==> config.mk <==
export PLATFORM = sky130hd
export DESIGN_NAME = seven_seg_capture
export DESIGN_NICKNAME = d
export VERILOG_FILES = /design/src/rtl/seven_seg_capture.sv
export SDC_FILE = /design/constraint.sdc
export NUM_CORES = 1
export LEC_CHECK = 0
export CAP_MARGIN = 20
export CORE_UTILIZATION = 58
export DETAILED_ROUTE_END_ITERATION = 7
export GPL_ROUTABILITY_DRIVEN = 0
export PLACE_DENSITY_LB_ADDON = 0.1
export SLEW_MARGIN = 10
export SYNTH_ARGS = -nofsm -noshare
export SYNTH_HDL_FRONTEND = slang
export SYNTH_SLANG_ARGS = --single-unit
==> constraint.sdc <==
create_clock -name clk -period 2.9 [get_ports clk]
set_input_delay 0.29 -clock clk [delete_from_list [all_inputs] [get_ports clk]]
set_output_delay 0.29 -clock clk [all_outputs]
set_load 0.05 [all_outputs]
==> src/rtl/seven_seg_capture.sv <==
// seven_seg_capture: recovers the 4-digit hex value shown on a multiplexed,
// active-low seven-segment display by watching its anode and segment lines.
// Each digit must dwell unchanged for STABLE_CYCLES synchronized samples before
// it is accepted. Once all four digits are captured, the frame is published on
// value with a one-cycle value_valid pulse.
`timescale 1ns/1ps
module seven_seg_capture #(
  parameter int unsigned STABLE_CYCLES  = 4,
  parameter int unsigned TIMEOUT_CYCLES = 1048576
) (
  input  logic        clk,
  input  logic        rst,
  input  logic [6:0]  seg,
  input  logic [3:0]  an,
  output logic [15:0] value,
  output logic        value_valid,
  output logic [3:0]  digit_mask,
  output logic        seg_err,
  output logic        an_err,
  output logic        stale
);

  localparam int unsigned TW = $clog2(TIMEOUT_CYCLES + 1);

  typedef enum logic [1:0] {
    IDLE   = 2'd0,
    SETTLE = 2'd1,
    HELD   = 2'd2
  } state_t;

  state_t      state, state_next;

  logic [3:0]  an_s1, an_s2, an_q;
  logic [6:0]  seg_s1, seg_s2, seg_q;
  logic [7:0]  cnt, cnt_next;
  logic [TW-1:0] tcnt;
  logic [3:0]  shadow [4];

  logic        same;
  logic        one_hot;
  logic        multi_low;
  logic [1:0]  idx;
  logic [4:0]  dec;
  logic        accept;
  logic        an_bad;
  logic        frame_done;
  logic [3:0]  mask_next;

  // Decodes an active-low g..a pattern; bit 4 of the result flags a legal digit.
  function automatic logic [4:0] decode(input logic [6:0] s);
    logic [4:0] r;
    case (s)
      7'b1000000: r = {1'b1, 4'h0};
      7'b1111001: r = {1'b1, 4'h1};
      7'b0100100: r = {1'b1, 4'h2};
      7'b0110000: r = {1'b1, 4'h3};
      7'b0011001: r = {1'b1, 4'h4};
      7'b0010010: r = {1'b1, 4'h5};
      7'b0000010: r = {1'b1, 4'h6};
      7'b1111000: r = {1'b1, 4'h7};
      7'b0000000: r = {1'b1, 4'h8};
      7'b0010000: r = {1'b1, 4'h9};
      7'b0001000: r = {1'b1, 4'hA};
      7'b0000011: r = {1'b1, 4'hB};
      7'b1000110: r = {1'b1, 4'hC};
      7'b0100001: r = {1'b1, 4'hD};
      7'b0000110: r = {1'b1, 4'hE};
      7'b0001110: r = {1'b1, 4'hF};
      default:    r = '0;
    endcase
    return r;
  endfunction

  // Two-flop synchronizer plus one-sample history for change detection; resets dark.
  always_ff @(posedge clk or negedge rst) begin
    if (!rst) begin
      an_s1  <= '1;
      an_s2  <= '1;
      an_q   <= '1;
      seg_s1 <= '1;
      seg_s2 <= '1;
      seg_q  <= '1;
    end else begin
      an_s1  <= an;
      an_s2  <= an_s1;
      an_q   <= an_s2;
      seg_s1 <= seg;
      seg_s2 <= seg_s1;
      seg_q  <= seg_s2;
    end
  end

  // Classifies the current synchronized sample.
  always_comb begin
    same      = (an_s2 == an_q) && (seg_s2 == seg_q);
    one_hot   = ($countones(~an_s2) == 1);
    multi_low = ($countones(~an_s2) >= 2);
    dec       = decode(seg_s2);
    case (an_s2)
      4'b1110: idx = 2'd0;
      4'b1101: idx = 2'd1;
      4'b1011: idx = 2'd2;
      4'b0111: idx = 2'd3;
      default: idx = 2'd0;
    endcase
  end

  // FSM state and stability counter registers.
  always_ff @(posedge clk or negedge rst) begin
    if (!rst) begin
      state <= IDLE;
      cnt   <= '0;
    end else begin
      state <= state_next;
      cnt   <= cnt_next;
    end
  end

  // Next-state logic. In IDLE the counter also tracks how long a multi-anode
  // sample has persisted, so only a stable one raises an_err.
  always_comb begin
    state_next = state;
    cnt_next   = cnt;
    accept     = 1'b0;
    an_bad     = 1'b0;
    case (state)
      IDLE: begin
        if (one_hot) begin
          state_next = SETTLE;
          cnt_next   = 8'd1;
        end else if (multi_low) begin
          if (!same) begin
            cnt_next = 8'd1;
          end else if (cnt < 8'(STABLE_CYCLES)) begin
            cnt_next = cnt + 8'd1;
            if (cnt == 8'(STABLE_CYCLES - 1)) an_bad = 1'b1;
          end
        end else begin
          cnt_next = '0;
        end
      end
      SETTLE: begin
        if (!same) begin
          if (one_hot) begin
            cnt_next = 8'd1;
          end else begin
            state_next = IDLE;
            cnt_next   = multi_low ? 8'd1 : 8'd0;
          end
        end else if (cnt == 8'(STABLE_CYCLES - 1)) begin
          state_next = HELD;
          cnt_next   = 8'(STABLE_CYCLES);
          accept     = 1'b1;
        end else begin
          cnt_next = cnt + 8'd1;
        end
      end
      HELD: begin
        if (!same) begin
          if (one_hot) begin
            state_next = SETTLE;
            cnt_next   = 8'd1;
          end else begin
            state_next = IDLE;
            cnt_next   = multi_low ? 8'd1 : 8'd0;
          end
        end
      end
      default: begin
        state_next = IDLE;
        cnt_next   = '0;
      end
    endcase
  end

  // Mask update: a completing frame clears the mask, a same-edge acceptance
  // is then applied on top so it lands in the new frame.
  always_comb begin
    frame_done = (digit_mask == 4'hF);
    mask_next  = frame_done ? 4'h0 : digit_mask;
    if (accept && dec[4]) mask_next[idx] = 1'b1;
  end

  // Shadow digits, published frame and sticky error flags.
  always_ff @(posedge clk or negedge rst) begin
    if (!rst) begin
      for (int unsigned i = 0; i < 4; i++) shadow[i] <= '0;
      value       <= '0;
      value_valid <= 1'b0;
      digit_mask  <= '0;
      seg_err     <= 1'b0;
      an_err      <= 1'b0;
    end else begin
      digit_mask  <= mask_next;
      value_valid <= frame_done;
      if (frame_done) value <= {shadow[3], shadow[2], shadow[1], shadow[0]};
      if (accept && dec[4]) shadow[idx] <= dec[3:0];
      if (accept && !dec[4]) seg_err <= 1'b1;
      else if (frame_done)   seg_err <= 1'b0;
      if (an_bad)          an_err <= 1'b1;
      else if (frame_done) an_err <= 1'b0;
    end
  end

  // Staleness counter: restarts on the edge that raises value_valid, saturates at the limit.
  always_ff @(posedge clk or negedge rst) begin
    if (!rst) begin
      tcnt <= '0;
    end else if (frame_done) begin
      tcnt <= '0;
    end else if (tcnt != TW'(TIMEOUT_CYCLES)) begin
      tcnt <= tcnt + 1'b1;
    end
  end

  // stale is combinational on the counter so it drops in the value_valid cycle.
  always_comb stale = (tcnt == TW'(TIMEOUT_CYCLES));

endmodule

### Word-level counts from Yosys, hierarchy flattened

Cells that the tools add are included.

* input bits: 13
* register bits: 103
* logic and storage cells: 116

* bitwise operators: 3
* eq/ne operators: 32
* reductions and logical operators: 13
* magnitude comparators: 6
* add/subtract/negate cells: 5
* multiplexer cells: 39

Operators by type and width (number)
* case mux 5 bit (16 select lines): 1
* 2-to-1 mux 8 bit: 7
* 2-to-1 mux 21 bit: 2
* equality test 32 x 2 -> 1 bit, second input constant: 1
* equality test 7 bit, second input constant: 4
* case mux 8 bit (3 select lines): 1
* adder 21 x 1 -> 21 bit, second input constant: 1
* equality test 21 bit, second input constant: 1
* equality test 7 x 5 -> 1 bit, second input constant: 3
* equality test 7 x 6 -> 1 bit, second input constant: 3
* inequality test 21 bit, second input constant: 1
* bitwise mux 16 bit: 1
* 2-to-1 mux 1 bit: 15
* equality test 7 x 2 -> 1 bit, second input constant: 2
* equality test 7 x 4 -> 1 bit, second input constant: 2
* equality test 4 bit, second input constant: 3
* 2-to-1 mux 4 bit: 3
* case mux 2 bit (3 select lines): 2
* 2-to-1 mux 2 bit: 5
* adder 8 x 1 -> 8 bit, second input constant: 1
* demux 4 bit (select 2 bit): 1
* equality test 8 x 2 -> 1 bit, second input constant: 1
* less-than comparator 8 x 3 -> 1 bit, second input constant: 1
* equality test 7 x 3 -> 1 bit, second input constant: 1
* other kinds (26): 35

### Depth between registers and ports, before layout

* word-level depth: 8
* depth in mapped cells: 10
* depth with buffers taken out: 10

### Worst setup path before layout

Ideal clock, no wire load.

* path kind: register to register
* from: register an_s2[1]
* to: register cnt[7]
* cell stages (with the launch flop): 11
* arrival time: 2.529 ns
* period minus slack after synthesis: 2.655 ns
* path slack: 0.245 ns
* cell sequence: dfstp_2 -> fa_1 -> inv_1 -> ha_1 -> inv_1 -> ha_1 -> nor3b_1 -> nor2_1 -> a21oi_2 -> nor4b_2 -> a221o_1

* word-level cells in the longest chain between the ends: 7
* elaborated cells between the ends (all ways): 15
* classes of those cells: add/sub (2); order compare (1); eq/ne (4); mux (5); bitwise (1); reduce/logical (2)

RTL lines
* from (decl): line 33 `logic [3:0] an_s1, an_s2, an_q;`
* from (signal assigned): line 85 `an_s2 <= an_s1;`
* inverter 4 bit: line 96, 97
* adder 1 x 1 -> 2 bit (implied by the code): line 96, 97
* adder 2 x 2 -> 3 bit (implied by the code): line 96, 97
* >= comparator 3 x 2 -> 1 bit: line 97 `multi_low = ($countones(~an_s2) >= 2);`
* 2-to-1 mux 8 bit: line 131 `end else if (multi_low) begin`
* 2-to-1 mux 8 bit: line 128 `if (one_hot) begin`
* case mux 8 bit (3 select lines): line 126 `case (state)`
* to (signal assigned): line 115 `cnt <= cnt_next;`
* to (decl): line 35 `logic [7:0] cnt, cnt_next;`

Parallel ways exist; a longest one is shown, timed or not.
A chain may end at the register's enable or synchronous reset.

### Final worst setup path

* from: register an_s2[1]
* to: register cnt[3]

The elaborated chain is that of the path after synthesis.

==> Implementation_results.wiki <==
{| class="wikitable"
! Metric !! Value
|-
| Outcome || finished clean
|-
| Ratio of routed vias to standard cells || 5.77
|-
| Ys async rst share || 100%
|-
| Chip Height || 93.6 um
|-
| LEAKAGE || 2.47 nW
|-
| Worst reg-to-reg path cell count || 10
|-
| Met3 wirelength from detailed routing || 432 um
|-
| Placed wire-length estimate || 6340 um
|-
| Number of buffers on the longest clock path || 2
|-
| Element type at the critical path start || flop
|-
| Post-synthesis cell area || 4860 sq um
|-
| Instance area after placement || 5310 sq um
|-
| Antenna diode count || 0
|-
| Count of distinct cell types in the synthesized netlist || 65
|-
| Residual overflow from global routing || 0
|-
| Top cells by instance count after synthesis || sky130_fd_sc_hd__nand2_1, sky130_fd_sc_hd__dfrtp_1, sky130_fd_sc_hd__dfstp_2, sky130_fd_sc_hd__nor2_1, sky130_fd_sc_hd__xnor2_1
|-
| Post-route standard cell area excluding fillers || 5570 sq um
|-
| Hold Vio Cnt, Final || 0
|-
| Net switching power || 0.677 mW
|-
| First DRT Iteration DRCs || 164
|-
| Top routing layer used || met4
|-
| Hold Path Depth || 1
|-
| F_max || 360 MHz
|-
| Mean Syn Cell Area || 11.2 sq um
|-
| Core ar. || 8180 sq um
|-
| Launch point of the worst hold path || seg[0]
|-
| Hold-critical path endpoint || seg_s1[0]
|-
| GRT Resource Usage Total || 23.8%
|-
| Tightest Pin Transition || 633 ps
|-
| Number of setup buffers added after CTS || 0
|-
| Combinational cell fraction of total power || 7.2%
|-
| Number of synthesis warnings || 0
|-
| Wire length of the first global-routing pass || 16100 um
|-
| VDD IR max || 225 uV
|-
| Clock slew at the register clock pins of the worst setup and hold paths || 110 ps
|-
| Biggest fanout along the worst timing path || 8
|-
| Area fraction of the dominant cell type after synthesis || 36.0%
|-
| Number of cells produced by synthesis || 435
|-
| Count of maximum capacitance violations || 0
|-
| Vias post-DR || 3352
|-
| CTS H-tree lvls || 3
|-
| Required time at the endpoint of the critical path || 3160 ps
|-
| Number of flops mapped to enable cells by yosys || 0
|-
| Number of I/O pins || 37
|-
| Routed length per placed instance || 16.4 um
|-
| Worst relative slew slack || 57.4%
|-
| Final min period || 2780 ps
|-
| Post-route clock period utilization || 95.8%
|-
| Number of max-slew violations in the final report || 0
|-
| Area growth syn-to-layout || 14.5%
|-
| Setup WS pre-CTS || -32.2 ps
|-
| Element type at the critical path end || flop
|-
| Final-stage net count || 493
|-
| Critical path class || flop to flop
|-
| Worst clock skew || 11.8 ps
|-
| Number of sinks driven by the clock tree || 103
|-
| Setup repair after global routing missed its margin || yes
|-
| Share of post-route cells with drive strength above 1 || 18.9%
|-
| Die Outline Area || 8760 sq um
|-
| Count of port buffers added during placement || 36
|-
| Most area-hungry cell type in the Yosys netlist || sky130_fd_sc_hd__dfrtp_1
|-
| Final setup violation count || 0
|-
| Wire length on met2 || 4420 um
|-
| Row cnt || 33
|-
| DR pass1 iterations || 5
|-
| Sequential power share || 58.7%
|-
| Root buffer cell || sky130_fd_sc_hd__clkbuf_8
|-
| Reg2Reg Setup Slack || 120 ps
|-
| Worst-skew pair later-pin latency || 370 ps
|-
| Internal Dissipation || 1.93 mW
|-
| Sequential fraction of the synthesis area || 53.8%
|-
| Total detailed-routing wirelength || 9500 um
|-
| Clk pwr share || 34.1%
|-
| Die X-Extent || 93.6 um
|-
| Wl on met1 || 4480 um
|-
| Initial antenna violation count || 0
|-
| TritonCTS clock tree || yes
|-
| Flop and latch count out of synthesis || 103
|-
| DRC viols || 0
|-
| Count of antenna-violating nets left after detailed routing || 0
|-
| Starting utilization of the core area || 59.5%
|-
| Post-layout worst setup margin || 122 ps
|-
| Start point of the critical path || an_s2[1]
|-
| Number of buffers inserted during clock tree synthesis || 9
|-
| Power density over the cells || 468 nW/um^2
|-
| Via count of the first global-routing pass || 3339
|-
| Pin count of the biggest net entering global routing || 59
|-
| Reg2Reg Capture Point || cnt[3]
|-
| Critical Path AT || 3030 ps
|-
| Dominant cells by area after synthesis || sky130_fd_sc_hd__dfrtp_1, sky130_fd_sc_hd__dfstp_2, sky130_fd_sc_hd__nand2_1
|-
| RR Startpoint || an_s2[1]
|-
| Mapped Nets || 457
|-
| Main synth FF type || sky130_fd_sc_hd__dfrtp_1
|-
| Hold Crit Class || input pin to flop
|-
| Switching portion of total power || 26.0%
|-
| Library cell with the highest instance count after synthesis || sky130_fd_sc_hd__nand2_1
|}
-- per-stage QoR --
stage	TNS, ps	instances	utilization (%)	hold WS (ps)	total power [mW]
6_report	0	581	68.1	304	2.60
3_5_place_dp	-76.1	564	65.0	341	1.72
3_3_place_gp	0	564	65.0	334	1.71
4_1_cts	0	581	67.6	288	2.62
2_1_floorplan	0	435	-	-5.59	1.65
5_1_grt	-7.81	581	68.1	288	2.70
-- kinds of logic after synthesis --
logic type,share of synthesized area (%)
AND/OR/NAND/NOR,20.1
flip-flops,53.8
AO/OA/AOI/OAI,10.2
buffers and inverters,2.88
XOR/XNOR,5.53
multiplexers,4.73
adder cells (fa/ha/maj),2.68
-- power groups by stage --
stage / registers, mW / logic [mW] / clock network, mW
3_3_place_gp: 1.55 / 0.162 / 0
6_report: 1.53 / 0.187 / 0.888
5_1_grt: 1.53 / 0.206 / 0.963
2_1_floorplan: 1.53 / 0.119 / 0
4_1_cts: 1.53 / 0.174 / 0.914
3_5_place_dp: 1.55 / 0.169 / 0
-- worst max-delay path: stages, from the launching register on --
cell and delay (ps):
sky130_fd_sc_hd__dfstp_2 600, sky130_fd_sc_hd__fa_1 430, sky130_fd_sc_hd__inv_1 70, sky130_fd_sc_hd__ha_1 160
sky130_fd_sc_hd__inv_1 50, sky130_fd_sc_hd__ha_1 320, sky130_fd_sc_hd__nor3b_4 260, sky130_fd_sc_hd__nor2_1 110
sky130_fd_sc_hd__a21oi_4 260, sky130_fd_sc_hd__nor4b_4 100, sky130_fd_sc_hd__a221o_1 320
-- final cells by class --
cell class / instances / area (sq um)
well taps: 105 / 131
clock buffers: 10 / 138
fillers: 619 / 2610
inverters: 13 / 48.8
clock inverters: 6 / 60.1
repair buffers: 42 / 420
multi-input cells: 302 / 2150
flip-flops and latches: 103 / 2620
-- worst max-delay path by stage --
stage | cells after the start | end | slack [ps]
floorplan | 10 | cnt[7] | 240
global placement | 10 | cnt[4] | 100
detailed placement | 10 | cnt[3] | -30
CTS | 9 | cnt[3] | 5
global route | 10 | cnt[3] | -8
finish | 10 | cnt[3] | 120
-- cell usage in the layout, fill, tap and decap left out, types with 3 or more instances in the layout --
cell type,instances
sky130_fd_sc_hd__nor2b_1,3
sky130_fd_sc_hd__or3_1,6
sky130_fd_sc_hd__dfrtp_1,70
sky130_fd_sc_hd__clkdlybuf4s50_1,34
sky130_fd_sc_hd__xor2_1,6
sky130_fd_sc_hd__nor3_1,10
sky130_fd_sc_hd__clkinv_4,3
sky130_fd_sc_hd__a221o_1,5
sky130_fd_sc_hd__nand2_1,73
sky130_fd_sc_hd__a21oi_1,11
sky130_fd_sc_hd__mux2_4,8
sky130_fd_sc_hd__nand4_1,4
sky130_fd_sc_hd__inv_1,13
sky130_fd_sc_hd__mux2_1,8
sky130_fd_sc_hd__and3_1,5
sky130_fd_sc_hd__nand3_1,16
sky130_fd_sc_hd__nor4_1,9
sky130_fd_sc_hd__xnor2_1,21
sky130_fd_sc_hd__o41ai_1,3
sky130_fd_sc_hd__a22o_1,3
sky130_fd_sc_hd__dfstp_2,33
sky130_fd_sc_hd__nor3b_1,3
sky130_fd_sc_hd__or2_2,4
sky130_fd_sc_hd__nor4b_1,5
sky130_fd_sc_hd__buf_4,5
sky130_fd_sc_hd__ha_1,8
sky130_fd_sc_hd__inv_8,3
sky130_fd_sc_hd__nor2_1,33
sky130_fd_sc_hd__clkbuf_8,10
sky130_fd_sc_hd__o21ai_0,8
-- metal layers --
layer / track usage, % / vias up
li1: - / 1592
met1: 33.2 / 1648
met2: 36.3 / 95
met3: 5.28 / 17
met4: 9.62 / 0
met5: 0 / -
-- sequential cells by signal (all words and copies together) (netlist names), 2 cells and up --
register / flops
tcnt: 21
shadow: 16
value: 16
cnt: 8
seg_q: 7
seg_s1: 7
seg_s2: 7
an_q: 4
an_s1: 4
an_s2: 4
digit_mask: 4
state: 2
-- what timing repair did --
| item | in CTS | in global routing |
|---|---|---|
| hold buffers | 1 | 0 |
| resized for setup | 1 | 8 |
| hold endpoints to repair | 38 | 0 |
| endpoints found under the setup margin | 4 | 9 |
Power figures use the tool's default switching activity.
